`src/rtl/jkff_pkg.sv`:
```
// jkff_pkg
// Shared definitions for the JK flip-flop monitor: J/K mode encoding,
// monitor FSM state type and the JK characteristic function.
// No ports; imported by jkff_monitor and jkff_sat_cnt.
package jkff_pkg;

  // {J,K} as applied to the monitored flip-flop
  typedef enum logic [1:0] {
    MODE_HOLD = 2'b00,
    MODE_RST  = 2'b01,
    MODE_SET  = 2'b10,
    MODE_TGL  = 2'b11
  } mode_t;

  typedef enum logic [1:0] {
    IDLE  = 2'd0,
    PRIME = 2'd1,
    CHECK = 2'd2
  } state_t;

  // Next Q of a JK flip-flop given its current Q and inputs
  function automatic logic jk_next(input logic q, input logic j, input logic k);
    logic nq;
    case (mode_t'({j, k}))
      MODE_HOLD: nq = q;
      MODE_RST:  nq = 1'b0;
      MODE_SET:  nq = 1'b1;
      default:   nq = ~q;
    endcase
    return nq;
  endfunction

endpackage

```
`src/rtl/jkff_sat_cnt.sv`:
```
// jkff_sat_cnt
// Saturating up-counter used for the monitor's mode, error and cycle counts.
// Ports:
//   clk  - clock, rising edge
//   rst  - synchronous active-low reset
//   clr  - synchronous clear; wins over inc at the same edge
//   inc  - count enable for this edge
//   cnt  - current count, sticks at all-ones
module jkff_sat_cnt
  import jkff_pkg::*;
#(
  parameter int W = 8
) (
  input  logic         clk,
  input  logic         rst,
  input  logic         clr,
  input  logic         inc,
  output logic [W-1:0] cnt
);

  // clr before inc so an event at a clearing edge is dropped
  always_ff @(posedge clk) begin
    if (!rst) begin
      cnt <= '0;
    end else if (clr) begin
      cnt <= '0;
    end else if (inc && (cnt != {W{1'b1}})) begin
      cnt <= cnt + W'(1);
    end
  end

endmodule

```
`src/rtl/jkff_monitor.sv`:
```
// jkff_monitor
// Passive checker for a JK flip-flop. Predicts the next Q from the sampled
// J, K, reset and observed Q, compares on the following edge, counts applied
// modes and captures the first mismatch.
// Ports:
//   clk, rst        - clock and synchronous active-low reset of the monitor
//   en              - checking enable (low forces IDLE)
//   clr             - synchronous clear of counters and first-error capture
//   dut_rst, J, K, Q - monitored flip-flop reset, inputs and output
//   err_pulse       - one-cycle pulse per mismatch
//   err_sticky      - set on first mismatch until rst/clr
//   err_cnt         - saturating mismatch count
//   cnt_hold/reset/set/toggle - saturating counts of J/K = 00/01/10/11
//   cyc_cnt         - saturating count of CHECK edges
//   fe_valid, fe_cycle, fe_exp - first-error capture
module jkff_monitor
  import jkff_pkg::*;
#(
  parameter int CNT_W = 8,
  parameter int CYC_W = 16
) (
  input  logic             clk,
  input  logic             rst,
  input  logic             en,
  input  logic             clr,
  input  logic             dut_rst,
  input  logic             J,
  input  logic             K,
  input  logic             Q,
  output logic             err_pulse,
  output logic             err_sticky,
  output logic [CNT_W-1:0] err_cnt,
  output logic [CNT_W-1:0] cnt_hold,
  output logic [CNT_W-1:0] cnt_reset,
  output logic [CNT_W-1:0] cnt_set,
  output logic [CNT_W-1:0] cnt_toggle,
  output logic [CYC_W-1:0] cyc_cnt,
  output logic             fe_valid,
  output logic [CYC_W-1:0] fe_cycle,
  output logic             fe_exp
);

  state_t state;
  state_t phase;
  logic   exp_q;
  logic   active;
  logic   checking;
  logic   mismatch;
  logic   mode_inc;
  mode_t  mode;

  // The state register holds the role of the last edge, so "phase" is the
  // role of the coming edge: the first enabled edge primes, later ones check.
  always_comb begin
    phase = IDLE;
    if (en) begin
      phase = (state == IDLE) ? PRIME : CHECK;
    end
  end

  assign active   = (phase != IDLE);
  assign checking = (phase == CHECK);
  assign mismatch = checking && (Q != exp_q);
  assign mode_inc = active && !dut_rst;
  assign mode     = mode_t'({J, K});

  // Prediction is built from the observed Q, so one corrupted sample
  // produces exactly one error instead of a cascade.
  always_ff @(posedge clk) begin
    if (!rst) begin
      state      <= IDLE;
      exp_q      <= 1'b0;
      err_pulse  <= 1'b0;
      err_sticky <= 1'b0;
      fe_valid   <= 1'b0;
      fe_cycle   <= '0;
      fe_exp     <= 1'b0;
    end else begin
      state     <= phase;
      err_pulse <= mismatch;
      if (active) begin
        exp_q <= dut_rst ? 1'b0 : jk_next(Q, J, K);
      end
      if (clr) begin
        err_sticky <= 1'b0;
        fe_valid   <= 1'b0;
        fe_cycle   <= '0;
        fe_exp     <= 1'b0;
      end else if (mismatch) begin
        err_sticky <= 1'b1;
        if (!fe_valid) begin
          fe_valid <= 1'b1;
          fe_cycle <= cyc_cnt;
          fe_exp   <= exp_q;
        end
      end
    end
  end

  jkff_sat_cnt #(.W(CNT_W)) u_cnt_hold (
    .clk(clk), .rst(rst), .clr(clr),
    .inc(mode_inc && (mode == MODE_HOLD)), .cnt(cnt_hold)
  );

  jkff_sat_cnt #(.W(CNT_W)) u_cnt_reset (
    .clk(clk), .rst(rst), .clr(clr),
    .inc(mode_inc && (mode == MODE_RST)), .cnt(cnt_reset)
  );

  jkff_sat_cnt #(.W(CNT_W)) u_cnt_set (
    .clk(clk), .rst(rst), .clr(clr),
    .inc(mode_inc && (mode == MODE_SET)), .cnt(cnt_set)
  );

  jkff_sat_cnt #(.W(CNT_W)) u_cnt_toggle (
    .clk(clk), .rst(rst), .clr(clr),
    .inc(mode_inc && (mode == MODE_TGL)), .cnt(cnt_toggle)
  );

  jkff_sat_cnt #(.W(CNT_W)) u_err_cnt (
    .clk(clk), .rst(rst), .clr(clr),
    .inc(mismatch), .cnt(err_cnt)
  );

  jkff_sat_cnt #(.W(CYC_W)) u_cyc_cnt (
    .clk(clk), .rst(rst), .clr(clr),
    .inc(checking), .cnt(cyc_cnt)
  );

endmodule

```
`config.mk`:
```
export PLATFORM = sky130hd
export DESIGN_NAME = jkff_monitor
export DESIGN_NICKNAME = d
export VERILOG_FILES = /design/src/rtl/jkff_pkg.sv /design/src/rtl/jkff_sat_cnt.sv /design/src/rtl/jkff_monitor.sv
export SDC_FILE = /design/constraint.sdc
export NUM_CORES = 1
export LEC_CHECK = 0
export ABC_CLOCK_PERIOD_IN_PS = 1870
export CELL_PAD_IN_SITES_DETAIL_PLACEMENT = 2
export CELL_PAD_IN_SITES_GLOBAL_PLACEMENT = 2
export CORE_MARGIN = 5
export CORE_UTILIZATION = 29
export DETAILED_ROUTE_END_ITERATION = 12
export GPL_TIMING_DRIVEN = 0
export HOLD_SLACK_MARGIN = 0.03
export PLACE_DENSITY_LB_ADDON = 0.1
export SLEW_MARGIN = 15
export SYNTH_ARGS = -nofsm -noshare
export SYNTH_HDL_FRONTEND = slang
export SYNTH_SLANG_ARGS = --single-unit
```
`constraint.sdc`:
```
create_clock -name clk -period 1.87 [get_ports clk]
set_input_delay 0.2805 -clock clk [delete_from_list [all_inputs] [get_ports clk]]
set_output_delay 0.2805 -clock clk [all_outputs]
set_load 0.01 [all_outputs]
```
==> flow_metrics.env <==
export IMPL_p_per_area_mw_per_mm2=751
export IMPL_crit_buf_inv=1
export IMPL_p_total_uw=3770
export IMPL_syn_area_mm2=0.00359
export IMPL_regArea_mm2=0.00157
export IMPL_fill_cells=1371
export IMPL_cts_tree="yes"
export IMPL_drive_above_1_share_pct=9.11
export IMPL_cts_max_path_buffers=2
export IMPL_dp_hpwl_um=8960
export IMPL_grt_setup_unrepaired="yes"
export IMPL_required_ps=2140
export IMPL_antennaDiodeCount=0
export IMPL_die_area_mm2=0.0147
export IMPL_grt_overflow_total=0
export IMPL_core_area_mm2=0.0121
export IMPL_hold_viol_final=0
export IMPL_avgSynthCellArea_um2=8.59
export IMPL_grt_pass1_wl_um=19600
export IMPL_boundaryPins=84
export IMPL_vias_per_cell=5.32
export IMPL_relSlewSlack_pct=56.7
export IMPL_whs_ps=209
export IMPL_maxCapViolations=0
export IMPL_max_stage_delay_ps=540
export IMPL_critPathTopFamily="simple AND/OR/NAND/NOR gates"
export IMPL_ant_nets=0
export IMPL_ys_seq_area_share_pct=43.5
export IMPL_grt_max_degree=14
export IMPL_hold_class="input pin to flip-flop"
export IMPL_timing_final_crit_share_pct=95.9
export IMPL_path_cells="clkdlybuf4s50_1 > and4bb_2 > nand4_1 > or4_1 > a21oi_1"
export IMPL_start_util_pct=29.8
export IMPL_htreeDepth=3
export IMPL_cp_start_kind="input pin"
export IMPL_critPathKind="input pin to flip-flop"
export IMPL_wl_per_cell_um=17.9
export IMPL_antenna_found_initial=0
export IMPL_syn_instance_count=418
export IMPL_async_flop_share_pct=0
export IMPL_syn2layout_area_growth_pct=39.7
export IMPL_drt_iter0_markers=132
export IMPL_status="finished clean"
export IMPL_cts_made_buffers=9
export IMPL_power_leakage_uw=0.00163
export IMPL_finalMaxSlewViolations=0
export IMPL_place_detailed_instances=668
export IMPL_ctsHoldBuffers=0
export IMPL_grt_usage_pct=16.9
export IMPL_cts_root_buffer="clkbuf_16"
export IMPL_drtPass1Iterations=4
export IMPL_synth_top_flop_cell="dfxtp_1"
export IMPL_fmax_mhz=558
export IMPL_critPathSlowestCell="clkdlybuf4s50_1"
export IMPL_syn_nets=432
export IMPL_setup_viol=0
export IMPL_fin_skew_ps=10.0
export IMPL_num_vias=3642
export IMPL_cts_num_sinks=78
export IMPL_multi_input_area_mm2=0.00197
export IMPL_critPathArrivalTime_ps=2060
export IMPL_cp_end_kind="flip-flop"
export IMPL_nNetsFinal=525
export IMPL_routed_wl_um=12200
export IMPL_clock_latency_ps=340
export IMPL_ys_warn_count=0
export IMPL_grt_pass1_vias=3868
export IMPL_final_cells=684
export IMPL_synth_edff_count=0
export IMPL_min_period_ps=1790
export IMPL_worst_pin_slew_ps=649
export IMPL_post_route_util_pct=41.6
export IMPL_final_common_cell="clkdlybuf4s50_1"
export IMPL_layout_common_cells="82 x clkdlybuf4s50_1, 74 x dfxtp_1, 48 x a21oi_1"
export IMPL_remaining_drc_errors=0
export IMPL_yosys_cell_types_count=50
export IMPL_place_congestion=0.745
export IMPL_port_buffers=82
export IMPL_dieWidth_um=121
export IMPL_crit_fanout=6
export IMPL_cts_clk_slew_worst_paths_ps=60
export IMPL_die_h_um=121
export IMPL_rows=40
export IMPL_synth_seq_cells=78
export IMPL_peakVddDrop_mv=0.298
-- flip-flops by register name (all words and copies together), names as in the netlist --
name	cells
fe_valid	1
fe_cycle	16
u_cnt_toggle.cnt	8
fe_exp	1
u_cnt_set.cnt	8
state	2
err_pulse	1
u_err_cnt.cnt	8
exp_q	1
u_cnt_reset.cnt	8
u_cyc_cnt.cnt	16
u_cnt_hold.cnt	8
-- timing repair --
| action | CTS | global route |
|---|---|---|
| setup endpoints to repair | 20 | 16 |
| gates resized for setup | 6 | 9 |
| setup buffers | 1 | 0 |
| pin swaps | 1 | 0 |
-- through the flow --
step	setup WS (ps)	setup TNS (ps)	instance area [um2]
floorplan	204	0	3590
global placement	-578	-17100	4620
CTS	23.1	0	4980
detailed placement	-635	-19830	4620
finish	76.4	0	5010
global route	-0.603	-0.603	5010
-- worst min-delay path: stages --
cell     delay [ps]
buf_6           120
nand2_1          70
nor3_1           40
-- path summary, 6_finish.rpt --
check,startpoint,end,slack (ps),cells after the start
setup / recovery,J,u_cnt_reset.cnt[7]$_SDFFE_PP0P_,80,5
setup reg to reg,u_cyc_cnt.cnt[2]$_SDFFE_PP0P_,u_cyc_cnt.cnt[7]$_SDFFE_PP0P_,80,6
hold / removal,en,state[0]$_SDFF_PN0_,210,3
hold reg to reg,fe_cycle[6]$_SDFFE_PP0P_,fe_cycle[6]$_SDFFE_PP0P_,480,2
-- cells in the mapped netlist, drive strengths merged (3+ instances only) --
cell | n | area share, %
nand3b | 3 | 0.63
a31oi | 4 | 0.70
and3 | 10 | 1.7
xor2 | 7 | 1.7
ha | 6 | 2.1
o21ai | 37 | 5.3
o31ai | 10 | 2.1
o21a | 3 | 0.63
buf | 5 | 1.0
a211oi | 6 | 1.4
or4 | 9 | 1.9
a311oi | 3 | 0.73
nor2b | 8 | 1.4
mux2i | 4 | 1.1
and4 | 5 | 1.2
clkbuf | 14 | 1.5
nor2 | 32 | 3.3
inv | 4 | 0.42
nand4 | 14 | 2.6
nor3 | 14 | 2.4
nand2b | 4 | 0.70
dfxtp | 78 | 43
nand2 | 35 | 3.7
or3 | 10 | 1.7
nand3 | 20 | 2.8
a21oi | 48 | 6.7
nor4 | 4 | 1.3
o211ai | 6 | 1.4
-- kinds of logic after synthesis --
family | count (synthesis) | share of synthesized area, %
and+or+nand+nor | 175 | 27.6
adders and majority gates | 6 | 2.09
xor gates and xnor gates | 9 | 2.41
buffers and inverters | 23 | 2.89
AOI/OAI and AO/OA | 123 | 20.4
muxes | 4 | 1.12
DFF | 78 | 43.5
-- cell type report --
cell class / instances / share of cell area [%]
Timing Repair Buffer: 83 / 16.5
Inverter: 4 / 0.299
Tap cell: 168 / 4.19
Clock buffer: 11 / 5.04
Multi-Input combinational cell: 317 / 39.3
Clock inverter: 5 / 1.62
Sequential cell: 78 / 31.2
Buffer: 18 / 1.80
-- layer usage --
metal	vias up	global-route usage (%)	wire length, um
met4	0	6.51	188
li1	1748	-	-
met5	-	0	0
met2	68	29.6	6170
met3	13	3.08	383
met1	1813	20.6	5490
-- where the power goes --
group / internal, uW / switching (uW)
Clock: 1240 / 707
Sequential: 1670 / 8.33
Combinational: 49.8 / 94.3
No activity file was read; power rests on OpenSTA's default activity.
